File: src/rtl/hash_light_pkg.sv
// ----------------------------------------------------------------------------
// hash_light_pkg : shared types and helpers for the lightweight hash (rev 1.0)
// ----------------------------------------------------------------------------
`default_nettype none

package hash_light_pkg;

  typedef enum logic [2:0] {
    IDLE  = 3'd0,
    ROUND = 3'd1,
    WAIT  = 3'd2,
    FINAL = 3'd3,
    OUT   = 3'd4
  } state_t;

  localparam int ROT_AMT = 3;

  function automatic logic [7:0] rotl8(input logic [7:0] x);
    return {x[7-ROT_AMT:0], x[7:8-ROT_AMT]};
  endfunction

endpackage

`default_nettype wire

File: src/rtl/hash_light_round.sv
// ----------------------------------------------------------------------------
// hash_light_round : one combinational mixing round over the chaining state (rev 1.0)
// ----------------------------------------------------------------------------
`default_nettype none

module hash_light_round
  import hash_light_pkg::*;
#(
  parameter int N_BYTES = 4
) (
  input  logic [8*N_BYTES-1:0] h,
  input  logic [8*N_BYTES-1:0] iv_q,
  input  logic [7:0]           r,
  output logic [8*N_BYTES-1:0] h_next
);

  genvar i;
  generate
    for (i = 0; i < N_BYTES; i++) begin : g_byte
      logic [7:0] w_x;
      logic [7:0] w_sum;
      // every byte reads the old state, so all bytes update in parallel
      assign w_x   = h[8*((i+1)%N_BYTES) +: 8] ^ iv_q[8*i +: 8] ^ r;
      assign w_sum = h[8*i +: 8] + w_x;
      assign h_next[8*i +: 8] = rotl8(w_sum);
    end
  endgenerate

endmodule

`default_nettype wire

File: src/rtl/hash_light_stream.sv
// ----------------------------------------------------------------------------
// hash_light_stream : iterative multi-block hash engine with held digest output (rev 1.0)
// ----------------------------------------------------------------------------
`default_nettype none

module hash_light_stream
  import hash_light_pkg::*;
#(
  parameter int N_BYTES  = 4,
  parameter int N_ROUNDS = 24
) (
  input  logic                 clk,
  input  logic                 rst,
  input  logic                 in_valid,
  output logic                 in_ready,
  input  logic                 in_first,
  input  logic                 in_last,
  input  logic [8*N_BYTES-1:0] in_block,
  input  logic [8*N_BYTES-1:0] iv,
  output logic                 out_valid,
  input  logic                 out_ready,
  output logic [8*N_BYTES-1:0] digest,
  output logic                 busy
);

  localparam int RC_W = (N_ROUNDS > 1) ? $clog2(N_ROUNDS) : 1;
  localparam logic [RC_W-1:0] RC_LAST = RC_W'(N_ROUNDS - 1);

  state_t               r_state;
  state_t               w_state_next;
  logic [8*N_BYTES-1:0] r_h;
  logic [8*N_BYTES-1:0] r_iv;
  logic [8*N_BYTES-1:0] r_digest;
  logic [RC_W-1:0]      r_rc;
  logic                 r_last;
  logic [8*N_BYTES-1:0] w_h_next;
  logic [8*N_BYTES-1:0] w_fin;
  logic                 w_accept;

  assign w_accept = in_valid & in_ready;
  assign digest   = r_digest;

  hash_light_round #(
    .N_BYTES (N_BYTES)
  ) u_round (
    .h      (r_h),
    .iv_q   (r_iv),
    .r      (8'(r_rc)),
    .h_next (w_h_next)
  );

  // digest byte i mixes with the mirrored IV byte
  genvar i;
  generate
    for (i = 0; i < N_BYTES; i++) begin : g_fin
      assign w_fin[8*i +: 8] = r_h[8*i +: 8] ^ r_iv[8*(N_BYTES-1-i) +: 8];
    end
  endgenerate

  always_ff @(posedge clk or posedge rst) begin
    if (rst) begin
      r_state <= IDLE;
    end else begin
      r_state <= w_state_next;
    end
  end

  always_comb begin
    w_state_next = r_state;
    in_ready     = 1'b0;
    out_valid    = 1'b0;
    busy         = 1'b0;
    case (r_state)
      IDLE: begin
        in_ready = 1'b1;
        if (in_valid && in_first) w_state_next = ROUND;
      end
      WAIT: begin
        in_ready = 1'b1;
        if (in_valid) w_state_next = ROUND;
      end
      ROUND: begin
        busy = 1'b1;
        if (r_rc == RC_LAST) w_state_next = r_last ? FINAL : WAIT;
      end
      FINAL: begin
        busy         = 1'b1;
        w_state_next = OUT;
      end
      OUT: begin
        busy      = 1'b1;
        out_valid = 1'b1;
        if (out_ready) w_state_next = IDLE;
      end
      default: w_state_next = IDLE;
    endcase
  end

  always_ff @(posedge clk or posedge rst) begin
    if (rst) begin
      r_h      <= '0;
      r_iv     <= '0;
      r_digest <= '0;
      r_rc     <= '0;
      r_last   <= 1'b0;
    end else begin
      case (r_state)
        IDLE, WAIT: begin
          // a first block always restarts the chain, even mid-message
          if (w_accept && in_first) begin
            r_iv   <= iv;
            r_h    <= in_block;
            r_rc   <= '0;
            r_last <= in_last;
          end else if (w_accept && (r_state == WAIT)) begin
            r_h    <= r_h ^ in_block;
            r_rc   <= '0;
            r_last <= in_last;
          end
        end
        ROUND: begin
          r_h  <= w_h_next;
          r_rc <= (r_rc == RC_LAST) ? '0 : r_rc + RC_W'(1);
        end
        FINAL: r_digest <= w_fin;
        default: ;
      endcase
    end
  end

endmodule

`default_nettype wire

File: config.mk
export PLATFORM = sky130hd
export DESIGN_NAME = hash_light_stream
export DESIGN_NICKNAME = d
export VERILOG_FILES = /design/src/rtl/hash_light_pkg.sv /design/src/rtl/hash_light_round.sv /design/src/rtl/hash_light_stream.sv
export SDC_FILE = /design/constraint.sdc
export NUM_CORES = 1
export LEC_CHECK = 0
export BUFFER_PORTS_ARGS = -buffer_cell sky130_fd_sc_hd__buf_2
export CORE_ASPECT_RATIO = 1.2
export CORE_MARGIN = 10
export CORE_UTILIZATION = 55
export CTS_BUF_LIST = sky130_fd_sc_hd__clkbuf_2 sky130_fd_sc_hd__clkbuf_4 sky130_fd_sc_hd__clkbuf_8
export DETAILED_ROUTE_END_ITERATION = 10
export GPL_ROUTABILITY_DRIVEN = 1
export PLACE_DENSITY_LB_ADDON = 0.25
export REMOVE_ABC_BUFFERS = 1
export SYNTH_ARGS = -nofsm -noshare
export SYNTH_HDL_FRONTEND = slang
export SYNTH_HIERARCHICAL = 1
export SYNTH_SLANG_ARGS = --single-unit
File: constraint.sdc
create_clock -name clk -period 5.4 [get_ports clk]
set_input_delay 0 -clock clk [delete_from_list [all_inputs] [get_ports clk]]
set_output_delay 0 -clock clk [all_outputs]
set_load 0.005 [all_outputs]
==> run_results.csv, run 1 <==
group,metric,value,unit
placement,post-place-ws,2.829,ns
hold_path,hold_path_class,"primary input to flop",
timing,fin_worst_skew,0.01427,ns
critical_path,max_stage_delay,0.86,ns
clocking,clock_path_buffers,2,
placement,port_buffers,104,
synthesis,yosys_warnings,6,
floorplan,initial_core_util,56.23,%
synthesis,synth_top_family_by_area,"compound AO/OA/AOI/OAI gates",
synthesis,synth_area_leaders,"dfrtp_1 37%, xnor2_1 13%, o211ai_1 6.9%",
clocking,cts_tree,"yes",
timing,worstMarginPinSlew,1.113,ns
synthesis,syn_area,0.007156,mm2
clocking,cts_made_buffers,9,
clocking,root_buffer,"clkbuf_8",
synthesis,synth-simple-area-share,8.935,%
floorplan,num_rows,45,
grt,grt_max_degree,66,
synthesis,synth_top_cell_by_area,"dfrtp_1",
synthesis,synthAdderAreaFrac,6.190,%
synthesis,avgSynthCellArea,9.657,um2
synthesis,seq_area_frac_synth,36.72,%
timing,fmax,383.0,MHz
timing,setup_viol,0,
layout,seqCellArea,0.002628,mm2
detailed_routing,drtIter0Drc,471,
detailed_routing,drt-pass1-iter-count,5,
synthesis,synth-xor-area-share,14.93,%
detailed_routing,viasPerCell,5.910,
floorplan,num_io_pins,105,
detailed_routing,antenna_left,0,
grt,track_usage,23.36,%
floorplan,fp.dieH,145.0,um
clocking,post_cts_buffers,0,
synthesis,synth-edff-count,0,
synthesis,syn-instance-count,741,
critical_path,critPathLaunchType,"flop",
critical_path,crit_chain,"buf_4 -> nand2_2 -> nand2_1 -> o21ai_0",
detailed_routing,drt-total-wl,21.08,mm
detailed_routing,via_count,6241,
timing,period_minus_slack,2.611,ns
synthesis,synth_flop_cell,"dfrtp_1",
grt,overflow,0,
floorplan,die_w,124.1,um
critical_path,cp_max_fo,65,
layout,multi_input_area,0.004278,mm2
outcome,status,"completed",
critical_path,ff2ff_setup_slack,2.79,ns
synthesis,yosys_register_bits,105,
floorplan,coreArea,0.01272,mm2
synthesis,synth_compound_area_share,19.67,%
critical_path,slowest_stage,"dfrtp_1",
timing,setup-tns-final,0,ns
critical_path,cp.arrival,2.84,ns
floorplan,die_area,0.01799,mm2
synthesis,ys_types,40,
grt,grt_first_pass_wirelength,33.52,mm
synthesis,post_synth_mux_area_share,9.530,%
critical_path,crit_type,"flop to flop",
clocking,clk-insertion-delay-late,0.40,ns
critical_path,end_kind,"flop",
layout,fin_util,67.99,%
critical_path,critPathRequiredTime,5.63,ns
timing,report.final.slew_viol_count,0,
placement,post-dp-hpwl,13.81,mm
grt,antenna_found_initial,0,
clocking,htreeDepth,3,
layout,diodes,0,
synthesis,async_reset_ff_share,100.0,%
detailed_routing,avgRoutedWirePerCell,19.96,um
detailed_routing,drc,0,
layout,syn2layout_area_growth,20.91,%
clocking,path_clk_slew,0.10,ns
timing,slew_headroom,25.54,%
timing,rsz0062_at_grt,"no",
clocking,cts_num_sinks,105,
layout,nets,990,
synthesis,netlist.area_leader.share,36.72,%
timing,setup_slack,2.789,ns
job,max-cap-violations,0,
timing,finalHoldViolCount,0,
placement,gp_congestion,0.8977,
layout,fillerInstances,1011,
grt,grt_pass1_vias,6558,
timing,post-route-period-util,48.35,%
layout,drive_gt1_share,19.62,%
[final cells by class]
class / instances / share of cell area (%)
timing repair buffer: 181 / 14.63
multi-input combinational: 582 / 49.44
tap: 164 / 2.372
clock inverter: 6 / 1.215
inverter: 8 / 0.3760
clock buffer: 10 / 1.591
sequential: 105 / 30.37
[timing repair]
action,4_1_cts,5_1_grt
hold buffers,67,0
hold endpoints to repair,113,0
gates resized for setup,0,0
[cell usage after synthesis, types with 2 or more instances]
cell,n
a21oi_1,19
a22o_1,32
fa_1,4
xnor2_1,108
o211ai_1,66
o21ai_0,72
o21a_1,5
a21o_1,5
nand2b_1,4
dfrtp_1,105
nand3b_1,2
buf_2,17
mux2i_1,31
mux2_2,33
clkbuf_1,24
nor2b_1,6
ha_1,29
nand2_1,113
xor2_1,14
a21oi_2,4
buf_6,5
nor2_1,11
o31ai_1,5
buf_4,3
nand4_1,2
inv_1,8
[flip-flops by register name, indices dropped and copies added, names as in the netlist]
name and count:
digest 32, r_h 32, r_iv 32, r_rc 5
r_state 3, r_last 1
[placed cells by master (no fill, tap or decap), types with 2 or more instances in the layout]
master / netlist / layout
o21a_1: 5 / 5
a21oi_2: 4 / 4
mux2_2: 33 / 33
nand2_1: 113 / 112
buf_2: 17 / 104
o21ai_0: 72 / 72
o211ai_1: 66 / 66
o31ai_1: 5 / 5
conb_1: 1 / 4
bufinv_16: 0 / 3
mux2i_1: 31 / 31
nor2_1: 11 / 10
nand2b_1: 4 / 4
a22o_1: 32 / 32
buf_4: 3 / 10
xnor2_1: 108 / 108
xor2_1: 14 / 14
dlygate4sd3_1: 0 / 67
inv_1: 8 / 7
ha_1: 29 / 29
nor2b_1: 6 / 5
clkinv_2: 0 / 3
dfrtp_1: 105 / 105
fa_1: 4 / 4
nand4_1: 2 / 2
clkbuf_8: 0 / 10
a21oi_1: 19 / 19
a21o_1: 5 / 5
nor2b_2: 1 / 2
nand3b_1: 2 / 2
[worst max-delay path: cells and delay by family, from the launching register on]
kind,cells,cell delay (ns)
AO/OA/AOI/OAI,1,0.14
buffers and inverters,1,0.43
flip-flops,1,0.86
AND/OR/NAND/NOR,2,0.97
[metrics by stage]
step	cell area (um2)	hold WS [ns]	cells
detailed placement	7739	0.1339	973
finish	8652	0.01362	1056
global placement	7739	0.1061	973
CTS	8652	0.006365	1056
global route	8652	0.04798	1056
floorplan	6913	0.1085	695
[cells by family after synthesis]
kind of cell,after synthesis
xor gates and xnor gates,122
adders and majority gates,33
DFF,105
AOI/OAI and AO/OA,212
and+or+nand+nor,147
buffers and inverters,57
other,1
muxes,64
[layer usage]
metal | vias up | GRT usage (%) | wire length (um)
li1 | 2901 | - | -
met1 | 3048 | 27.90 | 8397
met2 | 249 | 39.01 | 10780
met3 | 43 | 4.341 | 1309
met4 | 0 | 10.96 | 593
met5 | - | 0 | 0
[worst paths after layout]
path	cells past startpoint	endpoint	start
max	4	digest[28]	r_state[1]
min	4	r_state[1]	in_valid
max reg2reg	4	digest[28]	r_state[1]
min reg2reg	2	digest[19]	digest[19]
max in group asynchronous	4	r_h[23]	rst
min in group asynchronous	3	r_h[29]	rst
Power of run 1 is not shown: default switching activity piles up to over one toggle a cycle in this logic, so the estimate is an artifact.
==> run 2: changes to the inputs <==
Clock period 5.4 ns to 2.5 ns, I/O delays scaled along.
==> run 2 against run 1 <==
Clock skew fell by 0.0018 ns. Cell count rose by 1.8%. Register-to-register slack worse by 2.7 ns. Non-clock buffer count rose by 22. Critical path depth up 6. Die area is the same. Sequential cell count did not move. Cell area rose by 1.8%. Worst hold slack improved by 0.036 ns. Global-route usage grew 0.36 points. First-iteration DRC count shrank 6.4%. Critical path type unchanged. Largest cell class unchanged.
==> run_results.csv, run 2 (synthesized netlist as in run 1, its figures left out) <==
group,metric,value,unit
outcome,status,"completed",
timing,slew_headroom,58.67,%
critical_path,cp_num_cells,10,
grt,track_usage,23.72,%
job,max-cap-violations,0,
detailed_routing,drt-pass1-iter-count,5,
floorplan,fp.dieH,145.0,um
placement,gp_congestion,0.8837,
detailed_routing,antenna_left,0,
layout,multi_input_area,0.004315,mm2
critical_path,critPathLaunchType,"flop",
clocking,clk-insertion-delay-late,0.40,ns
clocking,cts_tree,"yes",
clocking,htreeDepth,3,
timing,worstMarginPinSlew,0.6200,ns
critical_path,crit_top_cell,"xnor2_2",
grt,overflow,0,
detailed_routing,drt-total-wl,21.76,mm
critical_path,critPathRequiredTime,2.76,ns
layout,nets,1012,
critical_path,crit_family,"compound AO/OA/AOI/OAI gates",
floorplan,die_w,124.1,um
critical_path,slowest_stage,"dfrtp_1",
detailed_routing,drtIter0Drc,441,
clocking,clock_path_buffers,2,
critical_path,max_stage_delay,0.56,ns
critical_path,ff2ff_setup_slack,0.04,ns
floorplan,coreArea,0.01272,mm2
critical_path,cp.arrival,2.72,ns
timing,rsz0062_at_grt,"yes",
detailed_routing,drc,0,
timing,finalHoldViolCount,0,
critical_path,cp-startpoint,"r_rc[1]",
timing,setup-tns-final,0,ns
layout,fin_util,69.24,%
timing,post-route-period-util,98.41,%
hold_path,hold_path_class,"primary input to flop",
timing,holdWs,0.04939,ns
layout,seqCellArea,0.002629,mm2
critical_path,crit_chain,"xnor2_2 -> xnor2_2 -> ha_1 -> a21o_1 -> a21oi_2 -> o21ai_0 -> xor2_1 -> a22o_1 -> nand2_1 -> o211ai_1",
clocking,cts_num_sinks,105,
clocking,path_clk_slew,0.10,ns
hold_path,whs_path_depth,4,
floorplan,initial_core_util,56.23,%
layout,layout_common_cells,"112 x nand2_1, 105 x xnor2_1, 104 x dfrtp_1, 104 x buf_2, 72 x o21ai_0",
placement,port_buffers,104,
critical_path,rr_startpoint,"r_rc[1]",
floorplan,num_rows,45,
placement,post-dp-hpwl,14.63,mm
critical_path,crit_type,"flop to flop",
critical_path,cp_max_fo,8,
timing,report.final.slew_viol_count,0,
grt,grt_first_pass_wirelength,34.27,mm
timing,setup_viol,0,
critical_path,path_buf_inv,0,
critical_path,r2r-end,"r_h[16]",
timing,period_minus_slack,2.460,ns
layout,syn2layout_area_growth,23.13,%
detailed_routing,via_count,6352,
grt,grt_pass1_vias,6746,
layout,fillerInstances,995,
grt,antenna_found_initial,0,
critical_path,setup.worst_path.end,"r_h[16]",
layout,diodes,0,
detailed_routing,avgRoutedWirePerCell,20.24,um
timing,fmax,406.5,MHz
critical_path,end_kind,"flop",
floorplan,num_io_pins,105,
grt,grt_max_degree,66,
clocking,cts_made_buffers,9,
timing,fin_worst_skew,0.01245,ns
layout,drive_gt1_share,22.17,%
clocking,root_buffer,"clkbuf_8",
layout,final_common_cell,"nand2_1",
detailed_routing,viasPerCell,5.909,
floorplan,die_area,0.01799,mm2
critical_path,rr_worst_depth,10,
[run 2: cell types whose count changed in the layout (fill, tap and decap cells not counted), sizes merged]
cell / previous run / this run
clkbuf: 10 / 13
clkinv: 3 / 0
bufinv: 3 / 0
buf: 114 / 136
[run 2: metal layers]
metal | routed length, um | GRT usage, % | vias to the layer above
met5 | 0 | 0 | -
met4 | 525 | 9.458 | 0
met3 | 1160 | 3.140 | 45
met2 | 11410 | 41.77 | 224
met1 | 8664 | 27.82 | 3140
li1 | - | - | 2943
[run 2: worst register-to-register path, cell delays in order (launching register included)]
cell	delay (ns)
dfrtp_1	0.56
xnor2_2	0.22
xnor2_2	0.21
ha_1	0.27
a21o_1	0.17
a21oi_2	0.21
o21ai_0	0.14
xor2_1	0.18
a22o_1	0.19
nand2_1	0.07
o211ai_1	0.12
[run 2: how the worst min path moves through the flow]
stage | from | slack (ns) | endpoint
2_1_floorplan | out_ready | 0.11 | r_state[2]
3_3_place_gp | rst | 0.12 | r_h[23]
3_5_place_dp | rst | 0.13 | r_h[23]
4_1_cts | in_valid | 0.01 | r_state[1]
5_1_grt | in_valid | 0.07 | r_state[1]
6_report | in_valid | 0.05 | r_state[1]
[run 2: area by class of cell]
type / count / area share (%)
Sequential cell: 105 / 29.84
Tap cell: 164 / 2.329
Inverter: 8 / 0.3692
Timing Repair Buffer: 203 / 16.53
Multi-Input combinational cell: 582 / 48.98
Clock buffer: 13 / 1.960
[run 2: stage by stage]
stage	setup slack [ns]	std cells	area [um2]
floorplan	-2.138	695	6913
global placement	0.1245	994	7921
detailed placement	0.02515	994	7921
CTS	0.01770	1074	8765
global route	-0.03819	1075	8811
finish	0.03985	1075	8811
[run 2: timing repair]
item | in CTS | in global routing
setup buffers | 0 | 1
hold endpoints to repair | 111 | 0
hold buffers | 67 | 0
setup endpoints to repair | 0 | 5
resized for setup | 0 | 8
Power of run 2 is left out for the same reason.
